--- src/rtl/alu_ctrl_pkg.sv ---
// Shared types for the ALU request scheduler: opcodes, fixed ALU latency and the
// in-flight tag that travels alongside each operation.
package alu_ctrl_pkg;

  localparam int ALU_LATENCY = 2;
  localparam int MAX_IDW     = 3;

  typedef enum logic [2:0] {
    ADD     = 3'd0,
    SUB_BA  = 3'd1,
    MUL     = 3'd2,
    NOT_A   = 3'd3,
    XOR     = 3'd4,
    ABS_A   = 3'd5,
    HSUB    = 3'd6,
    ILLEGAL = 3'd7
  } alu_op_e;

  typedef struct packed {
    logic               valid;
    logic [MAX_IDW-1:0] id;
    logic               illegal;
  } alu_tag_t;

endpackage

--- src/rtl/rr_arbiter.sv ---
// Combinational round-robin arbiter: priority starts one past ptr and wraps.
module rr_arbiter #(
  parameter int N  = 4,
  parameter int IW = $clog2(N)
) (
  input  logic [N-1:0]  req,
  input  logic [IW-1:0] ptr,
  input  logic          hold,
  output logic [N-1:0]  grant,
  output logic [IW-1:0] grant_idx,
  output logic          grant_valid
);

  always_comb begin
    int idx;
    // NOTE: every output gets a default before any branch, so no path can infer a latch.
    grant       = '0;
    grant_idx   = '0;
    grant_valid = 1'b0;
    idx         = 0;
    if (!hold) begin
      for (int k = 1; k <= N; k++) begin
        idx = (int'(ptr) + k) % N;
        if (!grant_valid && req[idx]) begin
          grant_valid = 1'b1;
          grant_idx   = idx[IW-1:0];
          grant[idx]  = 1'b1;
        end
      end
    end
  end

endmodule

--- src/rtl/alu_rr_sched.sv ---
// Shares one pipelined ALU among NREQ requesters: round-robin issue, registered
// ALU drive, and a tag pipe that labels each returning result with its requester.
module alu_rr_sched
  import alu_ctrl_pkg::*;
#(
  parameter int NREQ    = 4,
  parameter int IDW     = $clog2(NREQ),
  parameter int ALU_LAT = ALU_LATENCY
) (
  input  logic              clk_p_i,
  input  logic              reset_n_i,
  input  logic [NREQ-1:0]   req_valid_i,
  output logic [NREQ-1:0]   req_ready_o,
  input  logic [NREQ*8-1:0] req_data_a_i,
  input  logic [NREQ*8-1:0] req_data_b_i,
  input  logic [NREQ*3-1:0] req_inst_i,
  input  logic              hold_i,
  output logic [7:0]        alu_data_a_o,
  output logic [7:0]        alu_data_b_o,
  output logic [2:0]        alu_inst_o,
  input  logic [15:0]       alu_data_i,
  output logic              rsp_valid_o,
  output logic [IDW-1:0]    rsp_id_o,
  output logic [15:0]       rsp_data_o,
  output logic              rsp_err_o,
  output logic              busy_o
);

  logic [IDW-1:0] rr_ptr;
  logic [IDW-1:0] grant_idx;
  logic           grant_valid;
  logic [7:0]     sel_a;
  logic [7:0]     sel_b;
  alu_op_e        sel_op;
  alu_tag_t       issue_tag;
  alu_tag_t       tag_pipe [ALU_LAT+1];

  rr_arbiter #(.N(NREQ), .IW(IDW)) u_arb (
    .req         (req_valid_i),
    .ptr         (rr_ptr),
    .hold        (hold_i),
    .grant       (req_ready_o),
    .grant_idx   (grant_idx),
    .grant_valid (grant_valid)
  );

  // The grant is only ever given to a valid requester, so grant_valid is the handshake.
  always_comb begin
    sel_a     = req_data_a_i[8*grant_idx +: 8];
    sel_b     = req_data_b_i[8*grant_idx +: 8];
    sel_op    = alu_op_e'(req_inst_i[3*grant_idx +: 3]);
    issue_tag = '0;
    issue_tag.valid            = grant_valid;
    issue_tag.id[IDW-1:0]      = grant_idx;
    issue_tag.illegal          = grant_valid && (sel_op == ILLEGAL);
  end

  // NOTE: the tag pipe is reset (not just the data path) so that a reset mid-operation
  // cannot leave stale valid tags that would emit phantom responses.
  always_ff @(posedge clk_p_i or negedge reset_n_i) begin
    if (!reset_n_i) begin
      rr_ptr       <= IDW'(NREQ-1);
      alu_data_a_o <= '0;
      alu_data_b_o <= '0;
      alu_inst_o   <= '0;
      for (int i = 0; i <= ALU_LAT; i++) tag_pipe[i] <= '0;
      rsp_valid_o  <= 1'b0;
      rsp_id_o     <= '0;
      rsp_data_o   <= '0;
      rsp_err_o    <= 1'b0;
    end else begin
      // NOTE: non-blocking assignments let every stage sample the previous cycle's values.
      alu_data_a_o <= grant_valid ? sel_a : 8'h00;
      alu_data_b_o <= grant_valid ? sel_b : 8'h00;
      alu_inst_o   <= grant_valid ? sel_op : ADD;
      if (grant_valid) rr_ptr <= grant_idx;
      tag_pipe[0] <= issue_tag;
      for (int i = 1; i <= ALU_LAT; i++) tag_pipe[i] <= tag_pipe[i-1];
      rsp_valid_o <= tag_pipe[ALU_LAT].valid;
      if (tag_pipe[ALU_LAT].valid) begin
        rsp_id_o   <= tag_pipe[ALU_LAT].id[IDW-1:0];
        rsp_err_o  <= tag_pipe[ALU_LAT].illegal;
        rsp_data_o <= tag_pipe[ALU_LAT].illegal ? 16'h0000 : alu_data_i;
      end
    end
  end

  always_comb begin
    busy_o = rsp_valid_o;
    for (int i = 0; i <= ALU_LAT; i++) busy_o = busy_o | tag_pipe[i].valid;
  end

endmodule

--- config.mk ---
export PLATFORM = sky130hd
export DESIGN_NAME = alu_rr_sched
export DESIGN_NICKNAME = d
export VERILOG_FILES = /design/src/rtl/alu_ctrl_pkg.sv /design/src/rtl/rr_arbiter.sv /design/src/rtl/alu_rr_sched.sv
export SDC_FILE = /design/constraint.sdc
export NUM_CORES = 1
export LEC_CHECK = 0
export BUFFER_PORTS_ARGS = -buffer_cell sky130_fd_sc_hd__buf_2
export CAP_MARGIN = 25
export CORE_MARGIN = 8
export CORE_UTILIZATION = 35
export CTS_CLUSTER_DIAMETER = 50
export CTS_CLUSTER_SIZE = 28
export DETAILED_ROUTE_END_ITERATION = 8
export PLACE_DENSITY = 0.62
export SKIP_LAST_GASP = 1
export SYNTH_ARGS = -nofsm -noshare
export SYNTH_HDL_FRONTEND = slang
export SYNTH_SLANG_ARGS = --single-unit
--- constraint.sdc ---
create_clock -name clk_p_i -period 5.85 [get_ports clk_p_i]
set_input_delay 0.2925 -clock clk_p_i [delete_from_list [all_inputs] [get_ports clk_p_i]]
set_output_delay 0.2925 -clock clk_p_i [all_outputs]
set_load 0.05 [all_outputs]
==> run metrics <==
mean area per synthesized cell 10.1 sq um; fin worst setup slack 1.86 ns; # resized after CTS 0; crit-path cells inv_1 -> ha_1 -> mux4_2 -> nand4b_1 -> and3_1 -> inv_1 -> mux4_1 -> and4b_1; Total Wirelength 8400 microns; post-layout min period 3.99 ns; flops & latches, synth 53; Netlist cell types 46; Core Footprint 8220 sq um; top_reg_cell synth dfrtp_1; I/O Buffers 142; htree depth 2; hold-fix buffer count after cts 0; main area contributors after synthesis dfrtp_1, nand2_1, mux2i_1; antenna diode count 0; Syn Std Cell Area 2970 sq um; sequential share of power 0.274; layout cells sized above 1 0.400; Initial Utilization 0.362; Slew Viols, Final 0; skew final 0.00913 ns; Total GRT Usage 0.138; CTS tree built; synthesized instance count 294; initial antenna violation count 0; Crit path largest cell delay 0.75 ns; Post-Place Setup Slack 1.90 ns; Setup TNS Final 0 ns; worst skew pair latency 0.30 ns; CTS Root Cell clkbuf_8; Tot Pwr 2240 uW; worst slew pin tran 0.987 ns; first-pass GRT wire length 13200 microns; commonest non-fill, non-tap cells in the layout buf_2, dfrtp_1, nand2_1; CP startpoint kind flip-flop; Peak VDD IR 0.258 mV; Ys Warns 0; Setup CP Type reg -> reg; slew margin rel. 0.342; r2r setup slk 1.86 ns; CP max stage cell dfstp_2; Most common cell on crit path inv_1; P_int 1060 uW; asr flop ratio synth 1.00; hold_ws 0.108 ns; routed len/inst 15.9 microns; Critical R2R Launch rr_ptr[0]; NumNets Final 529; Detail Placement HPWL 6480 microns; pwr/cell area 590 nW/um^2; Worst Setup End Kind flip-flop; drt pass-1 iters 4; antenna-violating nets left 0; TritonCTS Buffers 5; Rows 33; final-report hold violation count 0; total gr overflow 0; DR iter-0 viols 92; Clock Tree Buf Depth 2; top achievable clock speed 250 MHz; full die area 11700 sq um; worst path required time 6.05 ns; setup violators final 0; routed vias 2614; CP max FO 20; Area Overhead vs Synth 27.7%; share of the synthesized area in the top cell type 0.429; EDFF count, synth 0; Synth Net Count 401; Post-route DRC 0; most common cell after layout, fill and taps aside buf_2; Setup Fix Bufs, Post-CTS 0; Switch Pwr 1180 uW; worst r2r path cells 8; Chip Width 108 microns; Vias/cell 4.95; Clk pwr share 0.111; Max Cap Violations 0; reg-to-reg endpoint tag_pipe[10]; CTS sink count 53; Worst-path clk slew 0.09 ns; Final Wtd Congestion 0.815; RSZ-0062 raised after global routing no; switch share 0.525; Leak 0.00198 uW; status finished clean; largest net degree at the start of global routing 54; Die Ht 108 microns; sequential fraction of the synthesis area 0.447; post-synth top area cell dfrtp_1; number of global-route vias before repair 2696; post-route clock period utilization 0.683; worst min-delay path class in -> async; combinational power share 0.615; Critical Path AT 4.19 ns; Top Ports 143
[metrics by stage]
stage                     area [sq um]   util  instances
after floorplan                   2970      -        294
after global placement            3680  0.448        520
after detailed placement          3680  0.448        520
after CTS                         3800  0.462        528
after global routing              3800  0.462        528
final                             3800  0.462        528
[critical path: cells and delay by family (launching register included)]
family,cells,cell delay [ns]
adders and majority gates,1,0.53
and+or+nand+nor,3,0.89
muxes,2,1.20
buffers and inverters,2,0.52
DFF,1,0.75
[flip-flops by register name, summed over array words and instances (netlist names)]
register / count
alu_inst_o: 3
rsp_valid_o: 1
tag_pipe: 12
alu_data_a_o: 8
rsp_id_o: 2
rsp_err_o: 1
rsp_data_o: 16
alu_data_b_o: 8
rr_ptr: 2
[per-layer routing]
layer,wire length [microns],GRT usage
met4,74,0.0337
met3,710,0.0440
met2,4090,0.232
met1,3530,0.168
met5,0,0
[power by group through the flow]
| stage | Clock [uW] | Sequential (uW) | Combinational, uW |
|---|---|---|---|
| 6_report | 249 | 613 | 1380 |
| 4_1_cts | 261 | 616 | 1390 |
| 3_3_place_gp | 0 | 616 | 1370 |
| 5_1_grt | 278 | 638 | 1490 |
| 3_5_place_dp | 0 | 623 | 1390 |
| 2_1_floorplan | 0 | 974 | 781 |
[layout make-up]
type | count | area (sq um)
Tap cell | 105 | 131
Timing Repair Buffer | 144 | 726
Fill cell | 804 | 4420
Clock buffer | 5 | 68.8
Multi-Input combinational cell | 196 | 1410
Sequential cell | 53 | 1330
Inverter | 22 | 90.1
Clock inverter | 3 | 43.8
[how the worst max path moves through the flow]
stage	slack (ns)	cells past startpoint	from	end
3_3_place_gp	2.00	8	rr_ptr[0]	tag_pipe[10]
3_5_place_dp	1.90	8	rr_ptr[0]	tag_pipe[10]
6_report	1.86	8	rr_ptr[0]	tag_pipe[10]
4_1_cts	1.88	8	rr_ptr[0]	tag_pipe[10]
5_1_grt	1.65	9	rr_ptr[0]	tag_pipe[10]
2_1_floorplan	2.72	8	rr_ptr[0]	req_ready_o[0]
[Yosys cell counts (2+ instances only)]
| library cell | count |
|---|---|
| dfrtp_1 | 51 |
| nand2_1 | 42 |
| o21ai_0 | 26 |
| inv_1 | 21 |
| nand3b_1 | 16 |
| mux2i_1 | 15 |
| nor2_1 | 11 |
| nand3_1 | 10 |
| a211oi_1 | 8 |
| a311oi_1 | 8 |
| buf_2 | 8 |
| ha_1 | 8 |
| a21boi_1 | 7 |
| clkbuf_1 | 7 |
| buf_6 | 6 |
| a22oi_1 | 5 |
| a221oi_1 | 4 |
| mux2_2 | 4 |
| mux4_2 | 3 |
| and2_1 | 2 |
| and3_1 | 2 |
| dfstp_2 | 2 |
| mux4_1 | 2 |
| nand4_1 | 2 |
| nor2b_1 | 2 |
| o221ai_1 | 2 |
[cells by family after synthesis]
kind of cell / share of synthesized area
muxes: 0.106
buffers and inverters: 0.0792
adders and majority gates: 0.0337
and+or+nand+nor: 0.176
DFF: 0.447
AOI/OAI and AO/OA: 0.158
Note: power is estimated with default switching activity, not from simulation.
